<file path="config.mk">
export PLATFORM = sky130hd
export DESIGN_NAME = dcsk_tx_fsm
export DESIGN_NICKNAME = d
export VERILOG_FILES = /design/src/rtl/dcsk_tx_fsm.sv
export SDC_FILE = /design/constraint.sdc
export NUM_CORES = 1
export LEC_CHECK = 0
export ABC_AREA = 0
export BUFFER_PORTS_ARGS = -buffer_cell sky130_fd_sc_hd__buf_2
export CORE_MARGIN = 1.5
export CORE_UTILIZATION = 62
export CTS_CLUSTER_DIAMETER = 120
export DETAILED_ROUTE_END_ITERATION = 12
export PLACE_DENSITY_LB_ADDON = 0.05
export SLEW_MARGIN = 15
export SYNTH_ARGS = -nofsm -noshare
export SYNTH_HDL_FRONTEND = slang
export SYNTH_SLANG_ARGS = --single-unit
</file>
<file path="constraint.sdc">
create_clock -name Clk -period 2.6 [get_ports Clk]
set_input_delay 0.52 -clock Clk [delete_from_list [all_inputs] [get_ports Clk]]
set_output_delay 0.52 -clock Clk [all_outputs]
set_load 0.02 [all_outputs]
</file>
<file path="src/rtl/dcsk_tx_fsm.sv">
// DCSK transmitter: each bit sends a chaotic reference half, then the same samples again,
// negated for a 0 bit. Define DCSK_TX_SAT_NEG_EN to saturate negation of the most negative sample.
module dcsk_tx_fsm #(
    parameter int unsigned WORD_W   = 8,
    parameter int unsigned SAMPLE_W = 8
) (
    input  logic                       Clk,
    input  logic                       N_Rst,
    input  logic                       Valid,
    input  logic [WORD_W-1:0]          Data_In,
    output logic                       Ready,
    input  logic [4:0]                 Spread_Factor,
    input  logic signed [SAMPLE_W-1:0] Chaos_Sample,
    output logic                       Chaos_Req,
    output logic signed [SAMPLE_W-1:0] Tx_Sample,
    output logic                       Tx_Valid,
    output logic                       Tx_Ref
);

    localparam int unsigned BIT_W = (WORD_W > 1) ? $clog2(WORD_W) : 1;
    localparam logic [BIT_W-1:0] LAST_BIT = BIT_W'(WORD_W - 1);
    localparam logic signed [SAMPLE_W-1:0] S_MIN = {1'b1, {(SAMPLE_W-1){1'b0}}};
    localparam logic signed [SAMPLE_W-1:0] S_MAX = {1'b0, {(SAMPLE_W-1){1'b1}}};

    typedef enum logic [1:0] {StIdle, StRef, StData} state_e;

    state_e                      state_q, state_d;
    logic [WORD_W-1:0]           word_q, word_d;
    logic [4:0]                  sf_q, sf_d;
    logic [4:0]                  cnt_q, cnt_d;
    logic [BIT_W-1:0]            bit_q, bit_d;
    logic signed [SAMPLE_W-1:0]  tx_sample_q, tx_sample_d;
    logic                        tx_valid_q, tx_valid_d;
    logic                        tx_ref_q, tx_ref_d;

    logic signed [SAMPLE_W-1:0]  ref_buf [32];
    logic signed [SAMPLE_W-1:0]  buf_rd;
    logic signed [SAMPLE_W-1:0]  buf_neg;
    logic                        cur_bit;
    logic                        half_done;
    logic                        last_bit;

    assign buf_rd    = ref_buf[cnt_q];
    assign cur_bit   = word_q[bit_q];
    assign half_done = (cnt_q == sf_q);
    assign last_bit  = (bit_q == LAST_BIT);

`ifdef DCSK_TX_SAT_NEG_EN
    assign buf_neg = (buf_rd == S_MIN) ? S_MAX : -buf_rd;
`else
    assign buf_neg = -buf_rd;
`endif

    always_comb begin
        state_d     = state_q;
        word_d      = word_q;
        sf_d        = sf_q;
        cnt_d       = cnt_q;
        bit_d       = bit_q;
        tx_sample_d = tx_sample_q;
        tx_valid_d  = 1'b0;
        tx_ref_d    = 1'b0;
        Ready       = 1'b0;
        Chaos_Req   = 1'b0;

        case (state_q)
            StIdle: begin
                Ready = 1'b1;
                if (Valid) begin
                    word_d  = Data_In;
                    sf_d    = Spread_Factor;
                    cnt_d   = 5'd0;
                    bit_d   = '0;
                    state_d = StRef;
                end
            end

            StRef: begin
                Chaos_Req   = 1'b1;
                tx_sample_d = Chaos_Sample;
                tx_valid_d  = 1'b1;
                tx_ref_d    = 1'b1;
                if (half_done) begin
                    cnt_d   = 5'd0;
                    state_d = StData;
                end else begin
                    cnt_d = cnt_q + 5'd1;
                end
            end

            StData: begin
                tx_sample_d = cur_bit ? buf_rd : buf_neg;
                tx_valid_d  = 1'b1;
                if (half_done) begin
                    cnt_d = 5'd0;
                    if (last_bit) begin
                        // Accepting here lets the next word's reference follow with no gap.
                        Ready = 1'b1;
                        bit_d = '0;
                        if (Valid) begin
                            word_d  = Data_In;
                            sf_d    = Spread_Factor;
                            state_d = StRef;
                        end else begin
                            state_d = StIdle;
                        end
                    end else begin
                        bit_d   = bit_q + 1'b1;
                        state_d = StRef;
                    end
                end else begin
                    cnt_d = cnt_q + 5'd1;
                end
            end

            default: state_d = StIdle;
        endcase
    end

    always_ff @(posedge Clk or negedge N_Rst) begin
        if (!N_Rst) begin
            state_q     <= StIdle;
            word_q      <= '0;
            sf_q        <= 5'd0;
            cnt_q       <= 5'd0;
            bit_q       <= '0;
            tx_sample_q <= '0;
            tx_valid_q  <= 1'b0;
            tx_ref_q    <= 1'b0;
        end else begin
            state_q     <= state_d;
            word_q      <= word_d;
            sf_q        <= sf_d;
            cnt_q       <= cnt_d;
            bit_q       <= bit_d;
            tx_sample_q <= tx_sample_d;
            tx_valid_q  <= tx_valid_d;
            tx_ref_q    <= tx_ref_d;
        end
    end

    // Reference buffer holds no control state, so it is left unreset.
    always_ff @(posedge Clk) begin
        if (state_q == StRef) begin
            ref_buf[cnt_q] <= Chaos_Sample;
        end
    end

    assign Tx_Sample = tx_sample_q;
    assign Tx_Valid  = tx_valid_q;
    assign Tx_Ref    = tx_ref_q;

endmodule
</file>
==> results of run 1 <==
## cells in the mapped netlist (2+ instances only)
library cell    n  area (um2)
and3_1          2        12.5
or4b_1          4        40.0
a21oi_1         5        25.0
or2_2           2        12.5
nor4_1         10        62.6
mux4_2         10         225
o21ai_0        10        50.1
xor2_1          5        43.8
nand4_1         2        12.5
clkbuf_1        5        18.8
inv_1          17        63.8
or2b_2          2        17.5
nand4bb_1       6        67.6
buf_6          13         146
mux2i_1       116        1160
a22o_1          5        43.8
o21ai_1         2        10.0
ha_1           11         138
nor4_2          4        50.1
o22ai_1        64         400
nand2_1        16        60.1
nand3_1         5        25.0
dfrtp_1        33         826
nor2_1         49         184
nand2_2         3        18.8
a31oi_1         3        18.8
xnor2_1         6        52.6
nand2b_1        2        12.5
buf_2          15        75.1
nand4b_2        3        45.0
o31ai_1         2        15.0
edfxtp_1      256        7690
nand3b_1        3        22.5
buf_4           5        37.5
clkbuf_4        2        15.0
mux2_2         15         169
## path summary, 6_finish.rpt
kind / startpoint / end / slack (ns) / depth (start not counted)
max in group asynchronous: N_Rst / cnt_q[1] / 2.02 / 1
min in group Clk: Spread_Factor[4] / sf_q[4] / 0.21 / 2
setup / recovery: cnt_q[1] / Ready / -0.12 / 7
hold / removal: N_Rst / bit_q[1] / 0.04 / 1
setup reg to reg: cnt_q[1] / Tx_Sample[6] / -0.12 / 12
hold reg to reg: word_q[6] / word_q[6] / 0.51 / 1
## flip-flops by register name, summed over array words and instances (netlist names)
register and flops:
ref_buf 256, Tx_Sample 8, word_q 8, cnt_q 5, sf_q 5, bit_q 3, state_q 2, Tx_Ref 1
Tx_Valid 1
## worst reg2reg max path, cell delays in order (launching register included)
cell	delay, ns
dfrtp_4	0.55
buf_12	0.17
buf_6	0.12
buf_6	0.12
mux2i_1	0.25
o22ai_1	0.17
nor4_2	0.43
nand2_2	0.10
buf_4	0.16
o21ai_1	0.13
nand2_1	0.09
xnor2_1	0.15
o221ai_1	0.13
## what timing repair did
| item | in CTS | in global routing |
|---|---|---|
| resized for setup | 36 | 42 |
| setup endpoints to repair | 8 | 20 |
| pin swaps | 6 | 19 |
| cloned | 2 | 0 |
| setup buffers | 10 | 7 |
## kinds of logic (layout without fill, tap and decap cells)
| family | after synthesis | after routing | share of synthesized area |
|---|---|---|---|
| AND/OR/NAND/NOR | 124 | 124 | 0.0614 |
| XOR/XNOR | 11 | 11 | 0.00800 |
| multiplexers | 141 | 141 | 0.129 |
| AO/OA/AOI/OAI | 98 | 98 | 0.0521 |
| buffers and inverters | 59 | 234 | 0.0312 |
| flip-flops | 289 | 289 | 0.707 |
| adder cells (fa/ha/maj) | 11 | 11 | 0.0114 |
## per-layer routing
metal	vias to the layer above	track usage	share of wire
met3	76	0.0501	0.086
met4	0	0.110	0.034
met2	362	0.497	0.48
li1	3174	-	-
met5	-	0	0
met1	3626	0.434	0.40
## area by class of cell
cell class | count | share of cell area
sequential | 289 | 0.583
multi-input combinational | 385 | 0.236
timing repair buffer | 163 | 0.0902
clock buffer | 33 | 0.0507
tap | 260 | 0.0223
clock inverter | 20 | 0.0138
inverter | 18 | 0.00462
## power by group through the flow
stage                     combinational, mW  sequential, mW  clock, mW
after floorplan                        2.18            5.70          0
after global placement                 3.29            5.64          0
after detailed placement               3.36            5.66          0
after CTS                              3.60            5.57       4.15
after global routing                   4.06            5.60       4.31
final                                  3.82            5.58       4.10
==> reports/qor.yml, run 1 <==
pre_cts_ws_ns: -0.314
track_usage: 0.309
slew_viol_final: 0
drc: 0
io_pins: 36
wl_um: 30400
crit_slowest_cell: "dfrtp_4"
post-route-util: 0.774
max_freq_mhz: 368
place_inst: 1099
fin_cells: 1168
insertion_delay_ns: 0.54
critPathArrivalTime_ns: 2.20
grt_pass1_wl_um: 44800
synthFlopType: "edfxtp_1"
nets: 921
area_growth_pct: 21.3
io_buffers: 35
setup_tns_ns: -0.444
violations: "setup timing"
pwr-share-clk: 0.304
ctsHoldBuffers: 0
cts.sinks: 289
ys_seq_elements: 289
cts_inserted_buffers: 29
final_common_cell: "edfxtp_1"
pwr_density_cell_nw_per_um2: 923
comb_power_share: 0.283
path_cells: "buf_4 > buf_12 > xor2_1 > nor3_1 > nand3_1 > o21ai_1 > buf_4"
cp_top_family: "flip-flops"
synth_seq_area_share: 0.707
min_path_type: "in -> async"
syn-cell-area_um2: 12000
async_flop_share: 0.114
antennaDiodeCount: 0
clk_pin_slew_ns: 0.06
place_area_um2: 13100
worst_pin_slew_ns: 1.13
drive_gt1_frac: 0.329
crit_type: "reg -> out"
fin_skew_ns: 0.00697
grt_start_max_net_pins: 34
cts_tree: "done"
ant_nets: 0
cp_common_cell: "buf_4"
cts_max_level: 1
layout_setup_ws_ns: -0.121
antenna_found_initial: 0
crit_path_end_kind: "output pin"
first_global_vias: 7352
num_rows: 50
syn_inst: 733
dieArea_um2: 20300
setup_viol: 6
min_period_over_period: 1.05
drt_iter0_markers: 643
vias_per_cell: 6.20
firstDrtPassIters: 5
die_h_um: 142
slowest_delay_ns: 0.55
relSlewSlack: 0.242
rsz0062_at_grt: "yes"
p_seq_frac: 0.413
yosysUniqueCellTypes: 56
clock_path_buffers: 3
fill_cells: 1178
min_period_ns: 2.72
path_buf_inv: 3
p_leak_nw: 5.13
die_w_um: 142
ff_latch_area_um2: 8520
final_cell_mix: "edfxtp_1, buf_4, mux2i_1"
clock-root-buffer: "clkbuf_16"
p_switching_mw: 3.91
yosys_warnings: 0
hold_viol: 0
synth_edf_count: 256
stdcell_area_um2: 14600
gp_congestion: 0.891
cp-start-kind: "flop"
syn-num-nets: 768
core_um2: 18900
overflow: 0
syn_avg_cell_area_um2: 16.4
vdd.ir_drop.worst_mv: 0.738
finalPower_mw: 13.5
wl_per_cell_um: 26.1
switching_share: 0.290
maxCapViolCount: 0
cp.required_ns: 2.08
internal-power_mw: 9.59
hold_ws_ns: 0.0372
start_util: 0.638
outcome: "finished with violations"
path_max_fanout: 18
multi_input_area_um2: 3440
hpwl_um: 19600
route.vias.total: 7238
Note: power is estimated with default switching activity, not from simulation.
==> inputs of run 2 (changes only) <==
--- a/constraint.sdc
+++ b/constraint.sdc
@@ -3,2 +3,2 @@
 set_output_delay 0.52 -clock Clk [all_outputs]
-set_load 0.02 [all_outputs]
+set_load 0.1 [all_outputs]
==> run 2 against run 1 <==
- the flow still finishes with violations (setup timing)
- sequential share of layout area fell by 0.96 points
- via count is 2.4% higher
- flip-flop and latch count stayed put
- first-iteration DRC count grew 25%
- clock skew rose by 0.0068 ns
- cell area is 1.8% higher
- fmax increased by 0.40%
- highest routed layer unchanged
- hold slack worse by 0.0089 ns
- largest cell class unchanged
- power increased by 5.2%
==> reports/qor.yml, run 2 (synthesis gave the netlist of run 1 again) <==
outcome: "finished with violations"
violations: "setup timing"
ff_latch_area_um2: 8530
stdcell_area_um2: 14900
min_path_type: "in -> async"
wl_per_cell_um: 26.8
clk_pin_slew_ns: 0.06
track_usage: 0.315
multi_input_area_um2: 3670
drc: 0
insertion_delay_ns: 0.55
io_pins: 36
vdd.ir_drop.worst_mv: 0.677
crit_type: "reg -> reg"
cp_top_family: "flip-flops"
worst_pin_slew_ns: 0.912
hold_viol: 0
crit_slowest_cell: "dfrtp_4"
critPathLaunch: "cnt_q[1]"
slew_viol_final: 0
critPathArrivalTime_ns: 3.11
ctsHoldBuffers: 0
start_util: 0.638
final_cell_mix: "edfxtp_1, buf_4, mux2i_1"
min_period_ns: 2.71
crit_path_end: "Tx_Sample[4]"
hpwl_um: 19300
fill_cells: 1070
num_rows: 50
clock_path_buffers: 3
relSlewSlack: 0.390
core_um2: 18900
rr_startpoint: "cnt_q[1]"
cts_tree: "done"
firstDrtPassIters: 6
io_buffers: 35
pwr_density_cell_nw_per_um2: 955
hold_ws_ns: 0.0284
place_inst: 1083
cp-start-kind: "flop"
p_leak_nw: 5.15
drt_iter0_markers: 801
path_buf_inv: 3
cts_inserted_buffers: 28
path_max_fanout: 8
grt_most_used_layer: "met2"
fin_skew_ns: 0.0138
rr_endpoint: "Tx_Sample[4]"
met2_usage: 0.485
wl_um: 31000
antennaDiodeCount: 0
crit_cells: 13
top_register: "ref_buf"
setup_viol: 5
min_period_over_period: 1.04
rsz0062_at_grt: "yes"
layout_setup_ws_ns: -0.110
use_met1: 0.444
use_met3: 0.0686
nets: 918
clock-root-buffer: "clkbuf_16"
die_w_um: 142
grt_pass1_wl_um: 45800
overflow: 0
cp.required_ns: 3.00
slowest_delay_ns: 0.53
dieArea_um2: 20300
drive_gt1_frac: 0.356
final_common_cell: "edfxtp_1"
largest_reg_flops: 256
crit_path_end_kind: "flop"
route.vias.total: 7411
grt_start_max_net_pins: 34
ff2ff_setup_slack_ns: -0.11
fin_cells: 1158
max_freq_mhz: 369
place_area_um2: 13100
gp_congestion: 0.967
r2r_cells: 13
vias_per_cell: 6.40
post-route-util: 0.787
cts.sinks: 289
cts_max_level: 1
area_growth_pct: 23.5
antenna_found_initial: 0
first_global_vias: 7360
setup_tns_ns: -0.245
maxCapViolCount: 0
ant_nets: 0
path_cells: "buf_12 > buf_4 > mux2i_2 > o22ai_1 > nor4_2 > nand2_2 > inv_2 > ha_4 > nand4_1 > o21ai_2 > xnor2_1 > mux2i_1 > a21oi_1"
die_h_um: 142
==> run 2: cell types whose count changed in the layout (fill, tap and decap cells not counted), moves of 4 or more <==
cell     previous run  this run
buf_4             109       101
buf_12              7        11
mux2i_4             4         9
o22ai_2            11        15
mux2i_2            10        15
buf_16              2         6
o22ai_1            53        46
mux2i_1           102        92
==> run 2: worst register-to-register path, stage by stage (launching register included) <==
cell	delay, ns
dfrtp_4	0.53
buf_12	0.17
buf_4	0.16
mux2i_2	0.24
o22ai_1	0.13
nor4_2	0.33
nand2_2	0.11
inv_2	0.09
ha_4	0.13
nand4_1	0.09
o21ai_2	0.17
xnor2_1	0.09
mux2i_1	0.19
a21oi_1	0.10
==> run 2: area by class of cell <==
cell class	instances	area share
tap	260	0.0219
multi-input combinational	385	0.247
timing repair buffer	161	0.0983
inverter	18	0.00454
clock inverter	11	0.00513
clock buffer	34	0.0501
sequential	289	0.573
==> run 2: how the worst min path moves through the flow <==
stage                    from        end  slack (ns)  depth (start not counted)
floorplan               N_Rst     Tx_Ref        0.22                          0
global placement    word_q[5]  word_q[5]        0.48                          1
detailed placement  word_q[1]  word_q[1]        0.50                          1
CTS                     N_Rst  word_q[2]        0.05                          1
global route            N_Rst  word_q[1]        0.09                          1
finish                  N_Rst  word_q[2]        0.03                          1
==> run 2: routing by layer <==
metal  vias to the layer above  part of all wire
li1                       3173                 -
met1                      3745              0.40
met2                       420              0.47
met3                        73             0.090
met4                         0             0.037
met5                         -                 0
==> run 2: stage by stage <==
step	setup WS, ns	total power, mW
final	-0.110	14.2
after global routing	-0.226	14.7
after CTS	-0.0910	13.9
after detailed placement	-0.284	9.71
after global placement	-0.253	9.64
after floorplan	0.0494	8.50
==> run 2: repair_timing <==
| item | in CTS | in global routing |
|---|---|---|
| pin swaps | 25 | 24 |
| resized for setup | 61 | 55 |
| buffers inserted | 14 | 10 |
| gates cloned | 7 | 0 |
| endpoints found under the setup margin | 21 | 9 |
==> run 2: where the power goes <==
| part | internal, mW | total [mW] | switching [mW] |
|---|---|---|---|
| clock | 2.10 | 3.71 | 1.61 |
| combinational | 2.06 | 4.89 | 2.83 |
| sequential | 5.41 | 5.60 | 0.194 |
